===== config.mk =====
export PLATFORM = sky130hd
export DESIGN_NAME = div_unit
export DESIGN_NICKNAME = d
export VERILOG_FILES = /design/src/rtl/div_unit.sv
export SDC_FILE = /design/constraint.sdc
export NUM_CORES = 1
export LEC_CHECK = 0
export ABC_AREA = 1
export CORE_UTILIZATION = 45
export CTS_CLUSTER_SIZE = 28
export DETAILED_ROUTE_END_ITERATION = 10
export DONT_BUFFER_PORTS = 1
export PLACE_DENSITY_LB_ADDON = 0.3
export SETUP_SLACK_MARGIN = 0.02
export SYNTH_ARGS = -nofsm -noshare
export SYNTH_HDL_FRONTEND = slang
export SYNTH_SLANG_ARGS = --single-unit
export TNS_END_PERCENT = 1

===== constraint.sdc =====
create_clock -name clk -period 6.3 [get_ports clk]
set_clock_uncertainty 0.1 [all_clocks]
set_input_delay 0.945 -clock clk [delete_from_list [all_inputs] [get_ports clk]]
set_output_delay 0.945 -clock clk [all_outputs]
set_load 0.005 [all_outputs]

===== src/rtl/div_unit.sv =====
// Restoring shift-subtract 32-bit divider for DIV/DIVU; result_o = {remainder, quotient}.
// Latency: 33 clocks start-to-ready, 1 clock for a zero divisor; one quotient bit per clock.
// No backpressure: start_i is held until the result is consumed, annul_i drops an in-flight op.
module div_unit (
    input  logic        clk,
    input  logic        rst,
    input  logic        signed_div_i,
    input  logic [31:0] opdata1_i,
    input  logic [31:0] opdata2_i,
    input  logic        start_i,
    input  logic        annul_i,
    output logic [63:0] result_o,
    output logic        ready_o
);

    typedef enum logic [1:0] {
        ST_IDLE,
        ST_BY_ZERO,
        ST_ON,
        ST_END
    } state_t;

    state_t      state_q, state_d;
    logic [5:0]  cnt_q, cnt_d;
    logic        signed_q, signed_d;
    logic        sign1_q, sign1_d;
    logic        sign2_q, sign2_d;
    logic [31:0] dvd_q, dvd_d;     // dividend magnitude; quotient bits shift in at the LSB
    logic [31:0] dvs_q, dvs_d;
    logic [31:0] rem_q, rem_d;
    logic [63:0] result_q, result_d;
    logic        ready_q, ready_d;

    logic [32:0] diff;
    logic [31:0] quot_fix;
    logic [31:0] rem_fix;

    always_comb begin
        // Partial remainder stays below the divisor, so a non-negative difference fits in 32 bits.
        diff     = {rem_q, dvd_q[31]} - {1'b0, dvs_q};
        quot_fix = (signed_q && (sign1_q ^ sign2_q)) ? (32'd0 - dvd_q) : dvd_q;
        rem_fix  = (signed_q && sign1_q) ? (32'd0 - rem_q) : rem_q;

        state_d  = state_q;
        cnt_d    = cnt_q;
        signed_d = signed_q;
        sign1_d  = sign1_q;
        sign2_d  = sign2_q;
        dvd_d    = dvd_q;
        dvs_d    = dvs_q;
        rem_d    = rem_q;
        result_d = result_q;
        ready_d  = ready_q;

        case (state_q)
            ST_IDLE: begin
                ready_d  = 1'b0;
                result_d = 64'h0;
                if (start_i && !annul_i) begin
                    signed_d = signed_div_i;
                    sign1_d  = signed_div_i & opdata1_i[31];
                    sign2_d  = signed_div_i & opdata2_i[31];
                    dvd_d    = (signed_div_i && opdata1_i[31]) ? (32'd0 - opdata1_i) : opdata1_i;
                    dvs_d    = (signed_div_i && opdata2_i[31]) ? (32'd0 - opdata2_i) : opdata2_i;
                    rem_d    = 32'h0;
                    cnt_d    = 6'd0;
                    state_d  = (opdata2_i == 32'h0) ? ST_BY_ZERO : ST_ON;
                end
            end
            ST_BY_ZERO: begin
                if (annul_i) begin
                    state_d = ST_IDLE;
                end else begin
                    state_d  = ST_END;
                    result_d = 64'h0;
                    ready_d  = 1'b1;
                end
            end
            ST_ON: begin
                if (annul_i) begin
                    state_d = ST_IDLE;
                    cnt_d   = 6'd0;
                end else if (cnt_q != 6'd32) begin
                    if (!diff[32]) begin
                        rem_d = diff[31:0];
                        dvd_d = {dvd_q[30:0], 1'b1};
                    end else begin
                        rem_d = {rem_q[30:0], dvd_q[31]};
                        dvd_d = {dvd_q[30:0], 1'b0};
                    end
                    cnt_d = cnt_q + 6'd1;
                end else begin
                    result_d = {rem_fix, quot_fix};
                    ready_d  = 1'b1;
                    state_d  = ST_END;
                end
            end
            ST_END: begin
                if (!start_i) begin
                    state_d  = ST_IDLE;
                    ready_d  = 1'b0;
                    result_d = 64'h0;
                end
            end
            default: begin
                state_d = ST_IDLE;
            end
        endcase
    end

    always_ff @(posedge clk) begin
        if (rst) begin
            state_q  <= ST_IDLE;
            cnt_q    <= 6'd0;
            signed_q <= 1'b0;
            sign1_q  <= 1'b0;
            sign2_q  <= 1'b0;
            dvd_q    <= 32'h0;
            dvs_q    <= 32'h0;
            rem_q    <= 32'h0;
            result_q <= 64'h0;
            ready_q  <= 1'b0;
        end else begin
            state_q  <= state_d;
            cnt_q    <= cnt_d;
            signed_q <= signed_d;
            sign1_q  <= sign1_d;
            sign2_q  <= sign2_d;
            dvd_q    <= dvd_d;
            dvs_q    <= dvs_d;
            rem_q    <= rem_d;
            result_q <= result_d;
            ready_q  <= ready_d;
        end
    end

    assign result_o = result_q;
    assign ready_o  = ready_q;

endmodule


==> impl_metrics.ini <==
[outcome]
status = completed

[grt]
grt_use_total_pct = 27.9
grt_pass1_wl_um = 68600
overflow = 0
grt_pass1_vias = 12900
antenna_found_initial = 0
grt_max_degree = 130

[clocking]
numCtsBuffers = 17
clockRootBuffer = clkbuf_16
htreeDepth = 4
clock_latency_ns = 0.44
cts_tree = built
cts_resized = 0
clk_pin_slew_ns = 0.07
cts.sinks = 172
postCtsHoldBufs = 0
cts_setup_buffers = 0
clockBufferDepth = 2

[yosys]
synth_area_leader_cell = dfxtp_1
ys_seq_area_share_pct = 25.3
synthMuxAreaShare_pct = 0
synthesis.area_um2 = 13600
synthArstFlopShare_pct = 0
yosys_most_used_dff = dfxtp_1
syn_area_per_cell_um2 = 6.13
yosysTopAreaCellShare_pct = 25.3
yosysWarningCount = 0
synth_fa_ha_area_share_pct = 4.09
synth_seq_cells = 172
synth_compound_area_share_pct = 16.4
synth-xor-area-share_pct = 2.38
synthCells = 2222
synth.top_cells.by_area = dfxtp_1 (25%), nand2_1 (17%), inv_1 (8.5%)
synth_top_family_by_area = simple AND/OR/NAND/NOR gates
ys_types = 51
syn-num-nets = 2335
yosys.area_share.simple_pct = 39.8
synth_edf_count = 0

[worst_setup_path]
cp_max_fo = 80
worst-setup-path-type = flip-flop to flip-flop
crit_required_ns = 6.57
arrival_ns = 3.33
crit_path_start_kind = flip-flop
worstSetupEndpointType = flip-flop
r2r_cells = 12
r2r_end = dvd_q[11]
rrSetupSlack_ns = 3.24
r2r-start = state_q[0]

[timing]
max_freq_ghz = 0.327
slew_viol_final = 0
rsz0062_at_grt = no
fin_setup_tns_ns = 0
layout_setup_ws_ns = 3.24
period_share_pct = 48.5
fin_crit_ns = 3.06
hold_violations = 0
setup_viol = 0
tightest_slew_ns = 1.12
maxSlewHeadroom_pct = 25.2

[routing]
drtIter0Drc = 1451
viasPerCell = 5.52
first_pass_iters = 6
wl_per_cell_um = 16.9
route.detailed.drc = 0
ant_nets = 0
vias = 14200
wl_um = 43400

[hold_path]
min_path_type = flip-flop to flip-flop
holdPathStages = 2
hp-start = dvs_q[31]
min_to = dvs_q[31]

[placement]
gp_congestion = 0.980
place_ws_ns = 3.19
hpwlAfterDp_um = 33800
port_buffers = 0

[floorplan]
ioPinCount = 134
die_h_um = 176
start_util_pct = 45.9
rows = 63
chipWidth_um = 176
core_area_um2 = 29700
fp.dieArea_um2 = 31000

[finish]
antenna_cells = 0
nNetsFinal = 2285
final_common_cell = nand2_1
mostFrequentLayoutCells = nand2_1 (616), inv_1 (310), a21oi_1 (210)
fillCellCount = 3107
drive_above_1_share_pct = 8.01
syn_to_final_growth_pct = 5.48

[power_and_ir_drop]
leakagePower_uw = 0.00670
powerDensity_nw_per_um2 = 353
ir_drop_uv = 232

[job]
drv_cap = 0
==> where the power goes <==
| group | internal, uW | switching [uW] | total, uW |
|---|---|---|---|
| Combinational | 746 | 1860 | 2610 |
| Sequential | 1230 | 157 | 1390 |
| Clock | 594 | 492 | 1090 |
==> flip-flops by register name, indices dropped and copies added (netlist names) <==
name / cells
state_q: 2
cnt_q: 6
sign2_q: 1
result_o: 64
dvs_q: 32
signed_q: 1
dvd_q: 32
ready_o: 1
rem_q: 32
sign1_q: 1
==> worst max-delay path by stage <==
stage / startpoint / endpoint / slack [ns] / cells after the start
floorplan: opdata1_i[1] / dvd_q[16] / 3.84 / 10
global placement: annul_i / dvd_q[21] / 3.26 / 10
detailed placement: annul_i / dvd_q[11] / 3.19 / 10
CTS: state_q[0] / result_o[3] / 3.29 / 10
global route: state_q[0] / dvd_q[28] / 3.00 / 12
finish: state_q[0] / dvd_q[11] / 3.24 / 12
==> final cells by class <==
class                   count  area (um^2)  area share, %
clock buffers              18          429           2.98
clock inverters            14          159           1.11
inverters                 325         1220           8.48
multi-input cells        1646         8560           59.6
flip-flops and latches    172         3440           23.9
well taps                 390          488           3.39
repair buffers             10         75.1          0.522
==> logic make-up (layout without fill, tap and decap cells) <==
logic type | Yosys count | count (layout)
AO/OA/AOI/OAI | 397 | 397
XOR/XNOR | 37 | 37
adder cells (fa/ha/maj) | 44 | 44
buffers and inverters | 404 | 367
flip-flops | 172 | 172
AND/OR/NAND/NOR | 1168 | 1168
==> cell usage after synthesis (all sizes together) (12+ instances only) <==
master and instances:
nand2 664, inv 323, a21oi 237, nand3 229, dfxtp 172, nor2 168, o21ai 117, clkbuf 49
ha 43, nor3 39, nand4 34, buf 29, xor2 25, nand3b 22, o211ai 19, xnor2 12
==> routing by layer <==
metal	routed length, um	track usage, %
met5	0	0
met2	18800	42.6
met4	1070	8.77
met1	20400	39.9
met3	3100	4.48
==> per-stage QoR <==
stage          instance area [um^2]  std cells  hold slack (ns)  util, %  total power [uW]
3_5_place_dp                  13800       2543            0.361     46.4              3950
2_1_floorplan                 13600       2222            0.345        -              3340
6_report                      14400       2575            0.371     48.4              5080
5_1_grt                       14400       2575            0.401     48.4              5440
3_3_place_gp                  13800       2543            0.349     46.4              3920
4_1_cts                       14400       2575            0.371     48.4              5040
==> critical path: stages (launching register included) <==
cell     delay, ns
dfxtp_1       0.34
inv_1         0.11
ha_1          0.16
buf_4         0.43
inv_1         0.20
o21ai_1       0.19
inv_2         0.08
a21oi_4       0.42
inv_2         0.04
buf_4         0.39
a21oi_1       0.27
o21ai_1       0.09
a21oi_1       0.14
No activity file was read; power rests on OpenSTA's default activity.
